$ cat src/rtl/rom_bank_mapper_if.sv
// rom_bank_mapper_if
//   Toggle-handshake read bus used on both sides of the ROM bank mapper.
//   A request is outstanding while req != ack; the responder makes
//   ack equal to req once rdata is valid.
// Parameters
//   AW     top bit of the word address (address is [AW:1], byte bit 0 implied)
// Signals
//   addr   word address, held stable by the master while a request is outstanding
//   req    request toggle, driven by the master
//   ack    acknowledge toggle, driven by the slave
//   rdata  16-bit read data, valid when ack == req
interface rom_bank_mapper_if #(
  parameter int AW = 22
);
  logic [AW:1] addr;
  logic        req;
  logic        ack;
  logic [15:0] rdata;

  modport master (output addr, output req, input ack, input rdata);
  modport slave  (input addr, input req, output ack, output rdata);
endinterface

$ cat src/rtl/rom_bank_mapper.sv
// rom_bank_mapper
//   Cartridge ROM bank mapper and request bridge between the console ROM
//   port and the DDR ROM reader. BANKS page registers, written through the
//   mapper register port, translate CPU word addresses into physical ROM
//   word addresses. Pages are wrapped by rom_mask, writes can be locked out
//   during ROM download, and a reset during an outstanding memory read
//   drains the memory response instead of delivering it.
// Ports
//   clk_sys   system clock
//   reset     synchronous, active-high
//   lock      1: page-register writes ignored
//   map_we    one-cycle page-register write strobe
//   map_a     slot index for write / readback
//   map_d     page number to write
//   map_q     combinational readback of the page register at map_a
//   rom_mask  page mask applied at translation
//   use_map   1 once any page-register write has been accepted since reset
//   cpu       console side of the bridge (this block is the slave)
//   mem       memory side of the bridge (this block is the master)
module rom_bank_mapper #(
  parameter int BANKS     = 8,
  parameter int BANK_AW   = 19,
  parameter int PAGE_W    = 6,
  parameter int CPU_AW    = 22,
  parameter bit FIX_SLOT0 = 1'b1,
  localparam int SW       = $clog2(BANKS),
  localparam int MEM_AW   = PAGE_W + BANK_AW - 1
) (
  input  logic               clk_sys,
  input  logic               reset,
  input  logic               lock,
  input  logic               map_we,
  input  logic [SW-1:0]      map_a,
  input  logic [PAGE_W-1:0]  map_d,
  output logic [PAGE_W-1:0]  map_q,
  input  logic [PAGE_W-1:0]  rom_mask,
  output logic               use_map,
  rom_bank_mapper_if.slave   cpu,
  rom_bank_mapper_if.master  mem
);

  typedef logic [BANKS-1:0][PAGE_W-1:0] map_t;

  typedef enum logic [1:0] {
    IDLE  = 2'd0,
    WAIT  = 2'd1,
    DRAIN = 2'd2
  } state_t;

  function automatic map_t identity_map();
    map_t m;
    for (int unsigned i = 0; i < BANKS; i++) begin
      m[i] = PAGE_W'(i);
    end
    return m;
  endfunction

  // Power-up values: bridge idle with both toggles at 0, identity mapping.
  map_t             map_r      = identity_map();
  logic             use_map_r  = 1'b0;
  state_t           state      = IDLE;
  logic             mem_req_r  = 1'b0;
  logic [MEM_AW:1]  mem_addr_r = '0;
  logic             cpu_ack_r  = 1'b0;
  logic [15:0]      cpu_dout_r = '0;

  logic             map_wr;
  logic [SW-1:0]    slot;
  logic [MEM_AW:1]  xlat;

  // Page-register port

  assign map_wr = map_we & ~lock & ~(FIX_SLOT0 && (map_a == '0));

  always_ff @(posedge clk_sys) begin
    if (reset) begin
      map_r     <= identity_map();
      use_map_r <= 1'b0;
    end else if (map_wr) begin
      map_r[map_a] <= map_d;
      use_map_r    <= 1'b1;
    end
  end

  assign map_q   = map_r[map_a];
  assign use_map = use_map_r;

  // Address translation, sampled into mem_addr only when a request issues,
  // so later map or mask changes never disturb an outstanding read.

  always_comb begin
    slot = cpu.addr[BANK_AW+SW-1:BANK_AW];
    if (use_map_r) begin
      xlat = {map_r[slot] & rom_mask, cpu.addr[BANK_AW-1:1]};
    end else begin
      xlat = MEM_AW'(cpu.addr[CPU_AW:1]);
    end
  end

  // Request bridge

  // On reset the CPU side is squared up immediately (pending request dropped),
  // but the memory toggle is left alone: a read already in flight is tracked
  // in DRAIN until its ack arrives so the toggle pair stays in step.
  always_ff @(posedge clk_sys) begin
    if (reset) begin
      cpu_ack_r  <= cpu.req;
      cpu_dout_r <= '0;
      state      <= (state == IDLE) ? IDLE : DRAIN;
    end else begin
      unique case (state)
        IDLE: begin
          if (cpu.req != cpu_ack_r) begin
            mem_addr_r <= xlat;
            mem_req_r  <= ~mem_req_r;
            state      <= WAIT;
          end
        end
        WAIT: begin
          if (mem.ack == mem_req_r) begin
            cpu_dout_r <= mem.rdata;
            cpu_ack_r  <= ~cpu_ack_r;
            state      <= IDLE;
          end
        end
        DRAIN: begin
          if (mem.ack == mem_req_r) begin
            state <= IDLE;
          end
        end
        default: state <= IDLE;
      endcase
    end
  end

  assign cpu.ack   = cpu_ack_r;
  assign cpu.rdata = cpu_dout_r;
  assign mem.req   = mem_req_r;
  assign mem.addr  = mem_addr_r;

endmodule

$ cat src/flat_wrapper.sv
// flat-port wrapper written by rule: the top's interface ports become plain ports
module rom_bank_mapper_flat 
#(
  parameter int BANKS     = 8,
  parameter int BANK_AW   = 19,
  parameter int PAGE_W    = 6,
  parameter int CPU_AW    = 22,
  parameter bit FIX_SLOT0 = 1'b1,
  localparam int SW       = $clog2(BANKS),
  localparam int MEM_AW   = PAGE_W + BANK_AW - 1
)
  (clk_sys, reset, lock, map_we, map_a, map_d, map_q, rom_mask, use_map, cpu_addr, cpu_req, cpu_ack, cpu_rdata, mem_addr, mem_req, mem_ack, mem_rdata);
  rom_bank_mapper_if #(.AW(22)) cpu_i ();
  rom_bank_mapper_if #(.AW(24)) mem_i ();
  input  logic clk_sys;
  input  logic reset;
  input  logic lock;
  input  logic map_we;
  input  logic [SW-1:0] map_a;
  input  logic [PAGE_W-1:0] map_d;
  output logic [PAGE_W-1:0] map_q;
  input  logic [PAGE_W-1:0] rom_mask;
  output logic use_map;
  input wire logic [$bits(cpu_i.addr)-1:0] cpu_addr;
  input wire logic [$bits(cpu_i.req)-1:0] cpu_req;
  output wire logic [$bits(cpu_i.ack)-1:0] cpu_ack;
  output wire logic [$bits(cpu_i.rdata)-1:0] cpu_rdata;
  output wire logic [$bits(mem_i.addr)-1:0] mem_addr;
  output wire logic [$bits(mem_i.req)-1:0] mem_req;
  input wire logic [$bits(mem_i.ack)-1:0] mem_ack;
  input wire logic [$bits(mem_i.rdata)-1:0] mem_rdata;
  assign cpu_i.addr = cpu_addr;
  assign cpu_i.req = cpu_req;
  assign cpu_ack = cpu_i.ack;
  assign cpu_rdata = cpu_i.rdata;
  assign mem_addr = mem_i.addr;
  assign mem_req = mem_i.req;
  assign mem_i.ack = mem_ack;
  assign mem_i.rdata = mem_rdata;
  rom_bank_mapper #(.BANKS(BANKS), .BANK_AW(BANK_AW), .PAGE_W(PAGE_W), .CPU_AW(CPU_AW), .FIX_SLOT0(FIX_SLOT0)) u_core (.clk_sys(clk_sys), .reset(reset), .lock(lock), .map_we(map_we), .map_a(map_a), .map_d(map_d), .map_q(map_q), .rom_mask(rom_mask), .use_map(use_map), .cpu(cpu_i), .mem(mem_i));
endmodule
$ cat config.mk
export PLATFORM = sky130hd
export DESIGN_NAME = rom_bank_mapper_flat
export DESIGN_NICKNAME = d
export VERILOG_FILES = /design/src/rtl/rom_bank_mapper_if.sv /design/src/rtl/rom_bank_mapper.sv /design/src/flat_wrapper.sv
export SDC_FILE = /design/constraint.sdc
export NUM_CORES = 1
export LEC_CHECK = 0
export ABC_AREA = 1
export CORE_UTILIZATION = 49
export DETAILED_ROUTE_END_ITERATION = 16
export PLACE_DENSITY = 0.77
export SLEW_MARGIN = 5
export SYNTH_ARGS = -nofsm -noshare
export SYNTH_HDL_FRONTEND = slang
export SYNTH_SLANG_ARGS = --single-unit
export TNS_END_PERCENT = 30
$ cat constraint.sdc
create_clock -name clk_sys -period 3.75 [get_ports clk_sys]
set_input_delay 0.9375 -clock clk_sys [delete_from_list [all_inputs] [get_ports clk_sys]]
set_output_delay 0.9375 -clock clk_sys [all_outputs]
set_load 0.03 [all_outputs]
==> impl_metrics.env <==
export IMPL_outcome="finished, final reports clean"
export IMPL_pre_cts_slack_ns=-0.00281
export IMPL_final_core_util_pct=67.5
export IMPL_ys_types=28
export IMPL_yosysTopAreaCell="dfxtp_1"
export IMPL_grt_max_degree=42
export IMPL_max_cap_viol_count=0
export IMPL_wl_per_cell_um=15.5
export IMPL_cts_setup_buffers=0
export IMPL_initial_core_util_pct=51.3
export IMPL_die_area_um2=9110
export IMPL_insertion_delay_ns=0.36
export IMPL_cts_max_level=3
export IMPL_holdWs_ns=0.465
export IMPL_antenna_cells=0
export IMPL_ir_drop_uv=227
export IMPL_fp_dieW_um=95.4
export IMPL_drive_above_1_share_pct=7.75
export IMPL_rows=33
export IMPL_ant_nets=0
export IMPL_dpl_cell_area_um2=5410
export IMPL_setup_ws_ns=0.224
export IMPL_start_kind="primary input"
export IMPL_cts_hold_buf=0
export IMPL_finalCritPeriodShare_pct=94.0
export IMPL_fin_nets=727
export IMPL_reg2reg_depth=4
export IMPL_setup_viol=0
export IMPL_clk_pin_slew_worst_paths_ns=0.09
export IMPL_syn_cell_area_um2=4280
export IMPL_worstMarginPinSlew_ns=0.688
export IMPL_synth_area_leaders="dfxtp_1 30%, edfxtp_1 20%, nand2_1 14%"
export IMPL_min_delay_start="u_core.map_r[2]$_SDFFE_PP0P_"
export IMPL_syn_nets=625
export IMPL_cts_root_buf="clkbuf_8"
export IMPL_cts_tree="built"
export IMPL_r2r_slack_ns=1.98
export IMPL_critPathMaxFanout=24
export IMPL_min_period_ns=3.53
export IMPL_antenna_found_initial=0
export IMPL_cts_buffers=9
export IMPL_hp_class="reg2reg"
export IMPL_final_setup_skew_ns=0.0110
export IMPL_syn_area_per_cell_um2=7.58
export IMPL_portBuffers=107
export IMPL_grt_pass1_vias=3851
export IMPL_ys_seq_area_share_pct=50.1
export IMPL_hpwl_mm=8.87
export IMPL_max_freq_ghz=0.284
export IMPL_area_growth_pct=31.6
export IMPL_leakage_nw=2.38
export IMPL_crit_required_ns=2.81
export IMPL_first_pass_iters=5
export IMPL_synth_top_cell_area_share_pct=30.4
export IMPL_vias=4195
export IMPL_ios=108
export IMPL_maxSlewHeadroom_pct=54.2
export IMPL_r2r_end="u_core.state[1]$_SDFFCE_PN0P_"
export IMPL_hold_path_end="u_core.map_r[2]$_SDFFE_PP0P_"
export IMPL_min_path_cells=2
export IMPL_finalHoldViolations=0
export IMPL_drt_wl_total_mm=12.1
export IMPL_place_congestion=0.919
export IMPL_rsz0062_at_grt="no"
export IMPL_ys_warnings_count=0
export IMPL_grt_use_total_pct=27.0
export IMPL_drv_slew=0
export IMPL_clock_sinks=93
export IMPL_fin_area_um2=5630
export IMPL_reg2reg_from="u_core.mem.req$_DFFE_PP_"
export IMPL_clockBufferDepth=2
export IMPL_grt_pass1_wl_mm=18.7
export IMPL_die_y_um=95.4
export IMPL_cp_arrival_ns=2.59
export IMPL_drc=0
export IMPL_end_kind="output port"
export IMPL_gr_total_overflow=0
export IMPL_setup_tns_ns=0
export IMPL_synth_seq_cells=93
export IMPL_p_per_area_nw_per_um2=446
export IMPL_core_area_um2=8340
export IMPL_first_iter_violations=355
export IMPL_syn_inst=564
export IMPL_criticalPathCategory="in2out"
export IMPL_viasPerCell=5.41
[synthesized netlist by cell type, drive strengths merged]
cell type	instances
edfxtp	28
or2	3
clkbuf	12
nand3	58
a21oi	39
xnor2	2
nor2	67
o21ai	47
buf	15
nor3	1
and2	1
o211ai	3
o22ai	4
inv	51
dfxtp	65
nand2	166
ha	2
[placed cells by master, fill, tap and decap left out, types with 4 or more instances in the layout]
cell type and instances:
edfxtp_1 28, nand2_1 164, nand3_1 54, buf_4 13, inv_1 41, o22ai_1 4
o21ai_0 41, clkdlybuf4s50_1 101, nand3_2 4, clkbuf_8 9, o21ai_1 6, inv_2 10
a21oi_1 39, dfxtp_1 65, nor2_1 62
[what timing repair did]
item | in CTS | in global routing
resized for setup | 2 | 1
hold endpoints to repair | 0 | 0
setup endpoints to repair | 2 | 1
pin swaps | 0 | 0
[cell families after synthesis]
logic type	share of synthesized area [%]
simple gates	29.3
xor+xnor	0.585
compound gates	11.2
fa+ha+maj	0.585
flops	50.1
buf+inv	8.31
[flip-flops by register name, indices dropped and copies added (netlist names)]
signal / cells
u_core.map_r: 48
u_core.mem.addr: 24
u_core.cpu.ack: 1
u_core.use_map: 1
u_core.state: 2
u_core.mem.req: 1
u_core.cpu.rdata: 16
[cell type report]
cell class,instances,area (µm²)
multi-input combinational,393,1790
sequential,93,2140
fill,715,2710
timing repair buffer,118,1160
clock buffer,9,124
tap,105,131
clock inverter,7,95.1
inverter,51,191
[metal layers]
layer / vias up / GRT usage, % / part of all wire (%)
met3: 26 / 4.78 / 9.0
met5: - / 0 / 0
met2: 209 / 45.9 / 47
li1: 2019 / - / -
met1: 1941 / 34.5 / 42
met4: 0 / 8.96 / 2.2
[worst max-delay path by stage]
stage                   from                       endpoint  slack, ns
CTS                 map_a[0]                       map_q[5]       0.03
floorplan              reset  u_core.mem.addr[10]$_DFFE_PP_       0.40
global route        map_a[0]                       map_q[4]       0.18
global placement    map_a[0]                       map_q[1]       0.09
finish              map_a[0]                       map_q[1]       0.22
detailed placement  map_a[0]                       map_q[4]     -0.003
[power breakdown]
group	leakage, nW	internal [W]	switching, W
logic	1.48	0.000235	0.000364
clock network	0.112	0.000378	0.000366
registers	0.789	0.00113	0.0000359
total	2.38	0.00174	0.000766
[worst max-delay path, stage by stage]
cell,delay (ns)
clkdlybuf4s50_1,0.57
buf_12,0.19
nand2_1,0.07
o21ai_0,0.10
and2_1,0.16
o21ai_0,0.07
nand2_1,0.08
dlygate4sd2_1,0.40
[stage by stage]
step | cells | power [W]
after global routing | 776 | 0.00261
after CTS | 776 | 0.00251
after floorplan | 564 | 0.00154
final | 776 | 0.00251
after detailed placement | 760 | 0.00179
after global placement | 760 | 0.00177
No activity file was read; power rests on OpenSTA's default activity.
